### config.mk
export PLATFORM = sky130hd
export DESIGN_NAME = maxnet_feeder
export DESIGN_NICKNAME = d
export VERILOG_FILES = /design/src/rtl/maxnet_pkg.sv /design/src/rtl/maxnet_job_regs.sv /design/src/rtl/maxnet_feeder.sv
export SDC_FILE = /design/constraint.sdc
export NUM_CORES = 1
export LEC_CHECK = 0
export BUFFER_PORTS_ARGS = -buffer_cell sky130_fd_sc_hd__buf_4
export CAP_MARGIN = 25
export CELL_PAD_IN_SITES_DETAIL_PLACEMENT = 1
export CELL_PAD_IN_SITES_GLOBAL_PLACEMENT = 2
export CORE_ASPECT_RATIO = 1.2
export CORE_UTILIZATION = 30
export CTS_CLUSTER_DIAMETER = 60
export CTS_CLUSTER_SIZE = 28
export DETAILED_ROUTE_END_ITERATION = 10
export PLACE_DENSITY_LB_ADDON = 0.1
export SLEW_MARGIN = 30
export SYNTH_ARGS = -nofsm -noshare
export SYNTH_HDL_FRONTEND = slang
export SYNTH_HIERARCHICAL = 1
export SYNTH_SLANG_ARGS = --single-unit
### constraint.sdc
create_clock -name clk -period 7.7 [get_ports clk]
set_clock_uncertainty 0.2 [all_clocks]
set_input_delay 0.385 -clock clk [delete_from_list [all_inputs] [get_ports clk]]
set_output_delay 0.385 -clock clk [all_outputs]
set_load 0.01 [all_outputs]
### src/rtl/maxnet_pkg.sv
`default_nettype none
// +-------------------------------------------------------------------------+
// | maxnet_pkg : shared widths, FSM encoding and operand slots for feeder   |
// | rev 1.0                                                                 |
// +-------------------------------------------------------------------------+
package maxnet_pkg;
  localparam int FP_W      = 32;
  localparam int SLOT_W    = 3;
  localparam int NUM_SLOTS = 5;

  localparam logic [SLOT_W-1:0] SLOT_EPS = 3'd0;
  localparam logic [SLOT_W-1:0] SLOT_N1  = 3'd1;
  localparam logic [SLOT_W-1:0] SLOT_N2  = 3'd2;
  localparam logic [SLOT_W-1:0] SLOT_N3  = 3'd3;
  localparam logic [SLOT_W-1:0] SLOT_N4  = 3'd4;

  typedef enum logic [1:0] {
    ST_LOAD   = 2'd0,
    ST_CLEAR  = 2'd1,
    ST_RUN    = 2'd2,
    ST_RESULT = 2'd3
  } state_t;
endpackage
`default_nettype wire

### src/rtl/maxnet_job_regs.sv
`default_nettype none
// +-------------------------------------------------------------------------+
// | maxnet_job_regs : 5x32 operand register file, slot write, parallel out  |
// | rev 1.0                                                                 |
// +-------------------------------------------------------------------------+
module maxnet_job_regs
  import maxnet_pkg::*;
(
  input  logic              clk,
  input  logic              rst,
  input  logic              i_we,
  input  logic [SLOT_W-1:0] i_slot,
  input  logic [FP_W-1:0]   i_wdata,
  output logic [FP_W-1:0]   o_epsilon,
  output logic [FP_W-1:0]   o_num1,
  output logic [FP_W-1:0]   o_num2,
  output logic [FP_W-1:0]   o_num3,
  output logic [FP_W-1:0]   o_num4
);
  logic [FP_W-1:0] r_ops [NUM_SLOTS];

  always_ff @(posedge clk or negedge rst) begin
    if (!rst) begin
      for (int i = 0; i < NUM_SLOTS; i++) r_ops[i] <= '0;
    end else if (i_we) begin
      for (int i = 0; i < NUM_SLOTS; i++) begin
        if (i_slot == SLOT_W'(i)) r_ops[i] <= i_wdata;
      end
    end
  end

  assign o_epsilon = r_ops[SLOT_EPS];
  assign o_num1    = r_ops[SLOT_N1];
  assign o_num2    = r_ops[SLOT_N2];
  assign o_num3    = r_ops[SLOT_N3];
  assign o_num4    = r_ops[SLOT_N4];
endmodule
`default_nettype wire

### src/rtl/maxnet_feeder.sv
`default_nettype none
// +-------------------------------------------------------------------------+
// | maxnet_feeder : loads a Maxnet job, runs the core, returns max/latency  |
// | rev 1.0                                                                 |
// +-------------------------------------------------------------------------+
module maxnet_feeder
  import maxnet_pkg::*;
#(
  parameter int TIMEOUT_CYCLES = 1024,
  parameter int CNT_W          = 16
) (
  input  logic             clk,
  input  logic             rst,
  input  logic             in_valid,
  output logic             in_ready,
  input  logic [FP_W-1:0]  in_data,
  output logic             out_valid,
  input  logic             out_ready,
  output logic [FP_W-1:0]  out_max,
  output logic [CNT_W-1:0] out_cycles,
  output logic             out_timeout,
  output logic             busy,
  output logic             mn_rst,
  output logic             mn_start,
  output logic [FP_W-1:0]  mn_epsilon,
  output logic [FP_W-1:0]  mn_num1,
  output logic [FP_W-1:0]  mn_num2,
  output logic [FP_W-1:0]  mn_num3,
  output logic [FP_W-1:0]  mn_num4,
  input  logic [FP_W-1:0]  mn_max,
  input  logic             mn_done
);
  localparam logic [CNT_W-1:0] C_TIMEOUT = CNT_W'(TIMEOUT_CYCLES);

  state_t            r_state;
  logic [SLOT_W-1:0] r_load_cnt;
  logic [CNT_W-1:0]  r_cnt;
  logic [CNT_W-1:0]  r_out_cycles;
  logic [FP_W-1:0]   r_out_max;
  logic              r_out_timeout;
  logic              w_load_hs;
  logic [CNT_W-1:0]  w_cnt_nxt;

  // The core stays in reset whenever the feeder itself is held in reset.
  assign in_ready    = rst & (r_state == ST_LOAD);
  assign w_load_hs   = in_valid & in_ready;
  assign w_cnt_nxt   = r_cnt + CNT_W'(1);
  assign mn_rst      = ~rst | (r_state == ST_CLEAR);
  assign mn_start    = (r_state == ST_RUN);
  assign busy        = (r_state == ST_CLEAR) | (r_state == ST_RUN);
  assign out_valid   = (r_state == ST_RESULT);
  assign out_max     = r_out_max;
  assign out_cycles  = r_out_cycles;
  assign out_timeout = r_out_timeout;

  maxnet_job_regs u_job_regs (
    .clk       (clk),
    .rst       (rst),
    .i_we      (w_load_hs),
    .i_slot    (r_load_cnt),
    .i_wdata   (in_data),
    .o_epsilon (mn_epsilon),
    .o_num1    (mn_num1),
    .o_num2    (mn_num2),
    .o_num3    (mn_num3),
    .o_num4    (mn_num4)
  );

  always_ff @(posedge clk or negedge rst) begin
    if (!rst) begin
      r_state       <= ST_LOAD;
      r_load_cnt    <= '0;
      r_cnt         <= '0;
      r_out_max     <= '0;
      r_out_cycles  <= '0;
      r_out_timeout <= 1'b0;
    end else begin
      case (r_state)
        ST_LOAD: begin
          if (w_load_hs) begin
            if (r_load_cnt == SLOT_N4) begin
              r_load_cnt <= '0;
              r_state    <= ST_CLEAR;
            end else begin
              r_load_cnt <= r_load_cnt + SLOT_W'(1);
            end
          end
        end
        ST_CLEAR: begin
          r_cnt   <= '0;
          r_state <= ST_RUN;
        end
        ST_RUN: begin
          r_cnt <= w_cnt_nxt;
          // done is tested first so a completion on the last allowed cycle is not a timeout
          if (mn_done) begin
            r_out_max     <= mn_max;
            r_out_cycles  <= w_cnt_nxt;
            r_out_timeout <= 1'b0;
            r_state       <= ST_RESULT;
          end else if (w_cnt_nxt == C_TIMEOUT) begin
            r_out_max     <= '0;
            r_out_cycles  <= C_TIMEOUT;
            r_out_timeout <= 1'b1;
            r_state       <= ST_RESULT;
          end
        end
        ST_RESULT: begin
          if (out_ready) begin
            r_load_cnt <= '0;
            r_state    <= ST_LOAD;
          end
        end
        default: r_state <= ST_LOAD;
      endcase
    end
  end
endmodule
`default_nettype wire

* Word-level counts from Yosys, hierarchy flattened
Index checks and enable logic that the tools add are counted.
Storage, ports and cells: register bits 230, bits of input ports 69, word-level logic and storage cells 60
Operators by class: $add $sub $neg 2, equality and inequality tests 12, multiplexer cells 17, bitwise gates (word level) 5, reduce and logical (&&, ||, !) cells 13
Operator list (number):
- 32-bit two-way mux | 2
- 16-bit two-way mux | 2
- 16-bit case mux with 2 select lines | 1
- 16-bit by 1-bit adder with 16-bit output, second input constant | 1
- 16-bit by 11-bit == test with 1-bit output, second input constant | 1
- 2-bit AND reduction | 6
- 2-bit two-way mux | 5
- 3-bit two-way mux | 3
- 2-bit case mux with 4 select lines | 1
- 3-bit by 2-bit == test with 1-bit output, second input constant | 2
- 2-bit by 1-bit != test with 1-bit output, second input constant | 3
- 3-bit case mux with 2 select lines | 1
- 2-bit nonzero test | 3
- 2-bit == test, second input constant | 2
- 4-bit AND reduction | 1
- 3-bit by 1-bit adder with 3-bit output, second input constant | 1
- 3-bit by 1-bit == test with 1-bit output, second input constant | 1
- 3-bit == test, second input constant | 1
- 3-bit zero test | 1
- 3-bit by 1-bit != test with 1-bit output, second input constant | 1
- 3-bit AND reduction | 1
- 1-bit AND | 2
- 2-bit by 1-bit == test with 1-bit output, second input constant | 1
- 2-bit zero test | 1
- 3 further kinds | 5

* Longest topological paths before layout
depth in word-level cells 5, gate-level depth with buffers 10

* Cells and area by module
Netlist, hierarchy kept.
By module, submodules not included:
- maxnet_job_regs | times used 1, cells each 343, area each 6033.3 um2, sequential area each 4003.8 um2
- maxnet_feeder | times used 1, cells each 418, area each 4085.2 um2, sequential area each 1751.7 um2

* Least setup slack after synthesis
OpenSTA, ideal clock, no wires.
path type reg2reg, start point register r_cnt[0], end point register r_out_cycles[5] (netlist: out_cycles[5]), library setup time 122 ps, data arrival time 2129 ps, data required time 7378 ps, path slack 5249 ps, stages on the path, launching flop included 10, clock period less this slack 2451 ps, cell sequence dfrtp_1 -> ha_1 -> nand3_1 -> o31ai_1 -> nand4_1 -> nor4_1 -> a21boi_2 -> buf_6 -> buf_12 -> o21bai_4
Between the ends: longest elaborated chain between the ends 4
Ends and longest elaborated chain:
- start: declaration | RTL line maxnet_feeder.sv:37 | logic [CNT_W-1:0] r_cnt;
- start signal: assignment | RTL line maxnet_feeder.sv:94 | r_cnt <= w_cnt_nxt;
- 16-bit by 1-bit adder with 16-bit output (*) | RTL line maxnet_feeder.sv:47 | assign w_cnt_nxt = r_cnt + CNT_W'(1);
- 16-bit by 11-bit == test with 1-bit output | RTL line maxnet_feeder.sv:101 | end else if (w_cnt_nxt == C_TIMEOUT) begin
- 2-bit nonzero test (no line)
- 2-bit AND reduction (no line)
- end signal: assignment | RTL line maxnet_feeder.sv:98 | r_out_cycles <= w_cnt_nxt;
- end: declaration | RTL line maxnet_feeder.sv:38 | logic [CNT_W-1:0] r_out_cycles;
Mark *: on every way between the ends. The rest lies on a longest branch, timed or not. A chain may end at the register's enable or synchronous reset.

* Worst setup path in the final report
start point register r_cnt[0], end point register r_out_max[24] (netlist: out_max[24])
Between the ends: longest elaborated chain between the ends 4
Ends and longest elaborated chain:
- 16-bit by 1-bit adder with 16-bit output | RTL line maxnet_feeder.sv:47
- 16-bit by 11-bit == test with 1-bit output | RTL line maxnet_feeder.sv:101
- 2-bit nonzero test (no line)
- 2-bit AND reduction (no line)
- end signal: assignment | RTL line maxnet_feeder.sv:97 | r_out_max <= mn_max;
- end: declaration | RTL line maxnet_feeder.sv:39 | logic [FP_W-1:0] r_out_max;
No other way between the ends.

==> results.md <==
- CTS tree: built
- Antenna Cells: 0
- Worst Setup Path Type: register to register
- Syn_nets: approximately 840
- First drt pass iteration count: 4
- Mapped Area: roughly 0.01 sq mm
- Worst hold-check path type: input port to async pin
- Routability cong.: 0.730
- Synth Area in Adders: ~1.1%
- Share of the synthesized area in the top cell type: 56.9%
- Area of the multi-input gates: 0.00396 sq mm
- Compound-Gate Fraction of Synth Area: under 10%
- Num rows: between 70 and 80
- Max cap viols: 0
- Main combinational cell family by area after synthesis: multiplexers
- Post-synthesis mux area share: 18.1%
- Drt wl/cell: 19.0 microns
- Vias per Instance: 4.67
- Worst endpoint data arrival time: 3.44 ns
- Max Fclk: 307 MHz
- Antenna Violating Nets Remaining: 0
- Post CTS Setup Buffer Count: 0
- Status: complete, no violations
- Final wirelength: 29500 microns
- Mean Syn Cell Area: 13.3 sq um
- Reg power frac: a little under two fifths
- Yosys warns: 6
- Placed insts: around 1400
- Comb power frac: 38.6%
- DR vias: a little over 7000
- GRT Util Overall: 17.3%
- P&R area growth vs syn: 38.4%
- First-pass GRT wire length: 47300 microns
- Core area: 0.0332 sq mm
- Period utilization: between 40% and 50%
- Initial DRC count: 298
- CTS buffer count: 23
- Clock Latency Late Sink: 0.54 ns
- Post-synthesis cell count: between 700 and 800
- # setup viols final: 0
- Slew headroom: 41.6%
- Die Span X: 170 microns
- Clock power share: 23.4%
- Post-route insts no fill: 1555
- NetSw: ~1800 uW
- Sequential share of the synthesized area: 56.9%
- Remaining global-route overflow: 0
- Fin crit period: 3.26 ns
- Starting Density: 30.5%
- Distinct cells, synth: between 60 and 70
- Setup TNS: 0 ns
- IO Count: about 280
- Top-count cell post-synth: dfrtp_1
- CP required: 7.88 ns
- Top cell types by occurrence after synthesis: dfrtp_1 (230), mux2_2 (149), nand2b_1 (49)
- Reg clk slew, reported paths: 0.08 ns
- NumNets Final: 1166
- CTS HTree Levels: 1
- Smallest hold slack: between 0.15 and 0.2 ns
- Final hold vios: 0
- Worst setup EP type: register
- Synth top area cells: dfrtp_1 (57%), mux2_2 (17%), a22oi_1 (3.3%), nand2b_1 (3.0%), o21ai_0 (1.7%)
- Post-synthesis xor/xnor area fraction: 1.30%
- Sw Share: 35.3%
- Highest ir drop seen on vdd: 0.162 mV
- Yosys top cell by area: dfrtp_1
- FFs w/ async S/R, synth: 100%
- Dpl hpwl: 19400 microns
- Die ar.: 0.0345 sq mm
- Critical Path Fanout Max: 48
- Drc violations: 0
- Post-synth EDFFs: 0
- Unrepaired setup endpoints after global routing: no
- Initial antenna violation count: 0
- Die height: 203 microns
- Number of global-route vias before repair: 7833
- Post-synthesis register bit count: 230
- Lkg Pwr: 0.00651 uW
- Post-Synth Simple-Gate Area: around 8.5%
- Resized cells post-CTS: 0
- Pwr dens: 369 mW/mm^2
- Pins Over Slew Limit: 0
- P_int: 3340 uW
- Startpoint Class: register
- Slew @ Worst Pin: 0.876 ns
- Sink Count: 230
- Layout cells sized above 1: approximately 47%
- Clock Tree Buf Depth: 3
- Top FF cell, synth: dfrtp_1
- Input/output buffers: 282
- Reg area: 0.00576 sq mm
- Largest net degree at the start of global routing: 158
- Number of fill cells: 3524
- Clk root buf: clkbuf_16
==> worst paths after layout <==
path	from	to	slack [ns]	cells after the start
worst max-delay path	r_cnt[0]$_DFFE_PN0P_	out_max[24]$_DFFE_PN0P_	4.44	8
worst min-delay path	rst	u_job_regs/o_num3[16]$_DFFE_PN0P_	0.19	2
worst max register to register	r_cnt[0]$_DFFE_PN0P_	out_max[24]$_DFFE_PN0P_	4.44	8
worst min register to register	u_job_regs/o_num1[22]$_DFFE_PN0P_	u_job_regs/o_num1[22]$_DFFE_PN0P_	0.30	1
max in group asynchronous	rst	out_max[10]$_DFFE_PN0P_	5.71	3
min in group clk	mn_done	out_max[6]$_DFFE_PN0P_	0.25	3
==> metrics by stage <==
step	power [uW]	utilization [%]	worst slack, ns	instance area, sq um
6_report	5160	42.2	4.44	14000
5_1_grt	5490	42.2	4.09	14000
4_1_cts	5260	42.2	4.38	14000
3_5_place_dp	3990	37.8	4.37	12500
3_3_place_gp	3950	37.8	4.57	12500
2_1_floorplan	2900	-	5.25	10100
==> cell families after synthesis <==
| group | after synthesis |
|---|---|
| flops | 230 |
| mux | 163 |
| simple gates | 141 |
| compound gates | 136 |
| buf+inv | 67 |
| xor+xnor | 15 |
| fa+ha+maj | 9 |
==> critical path: stages (launching register included) <==
cell	delay [ns]
dfrtp_1	0.51
ha_1	0.36
nand3_1	0.27
o31ai_1	0.31
nand4_1	0.15
nor4_1	0.32
a21boi_4	0.21
buf_4	0.54
o21ai_0	0.22
==> state kept, by name, summed over array words and instances, names as in the netlist <==
signal	flops
out_cycles	16
out_max	32
out_timeout	1
r_cnt	16
r_load_cnt	3
r_state	2
u_job_regs/o_epsilon	32
u_job_regs/o_num1	32
u_job_regs/o_num2	32
u_job_regs/o_num3	32
u_job_regs/o_num4	32
==> layer usage <==
layer  vias up  track usage (%)  routed length (microns)
met5         -                0                        0
met4         0             3.64                      478
met3        29             3.92                     1920
met2       223             28.0                    13600
met1      3630             23.5                    13500
li1       3375                -                        -
==> power groups by stage <==
stage / Sequential, uW / Clock (uW) / Combinational [uW]
final: 1960 / 1210 / 1990
after global routing: 2030 / 1300 / 2160
after CTS: 1970 / 1250 / 2030
after detailed placement: 1990 / 0 / 2000
after global placement: 1970 / 0 / 1980
after floorplan: 2150 / 0 / 753
==> cell usage in the layout, fill, tap and decap left out, drive strengths merged, types with 4 or more instances in the layout <==
cell	n
mux2	161
o31ai	9
dfrtp	230
nor3b	4
o22ai	5
dlygate4sd3	65
buf	291
clkinv	6
a21oi	6
nor2	11
nand2	34
nand2b	49
ha	9
o21ai	54
clkbuf	24
inv	24
a22oi	44
nand4	6
xnor2	12
nand3	13
nor4	5
==> cell type report <==
class,count,area share (%)
Inverter,13,0.349
Sequential cell,230,41.1
Clock buffer,24,4.21
Multi-Input combinational cell,464,28.3
Clock inverter,18,1.66
Tap cell,450,4.02
Timing Repair Buffer,356,20.4
==> timing repair <==
| item | in CTS | in global routing |
|---|---|---|
| hold buffers | 65 | 0 |
| endpoints found under the hold margin | 265 | 0 |
| endpoints found under the setup margin | 0 | 0 |
(Power assumes the default switching activity.)
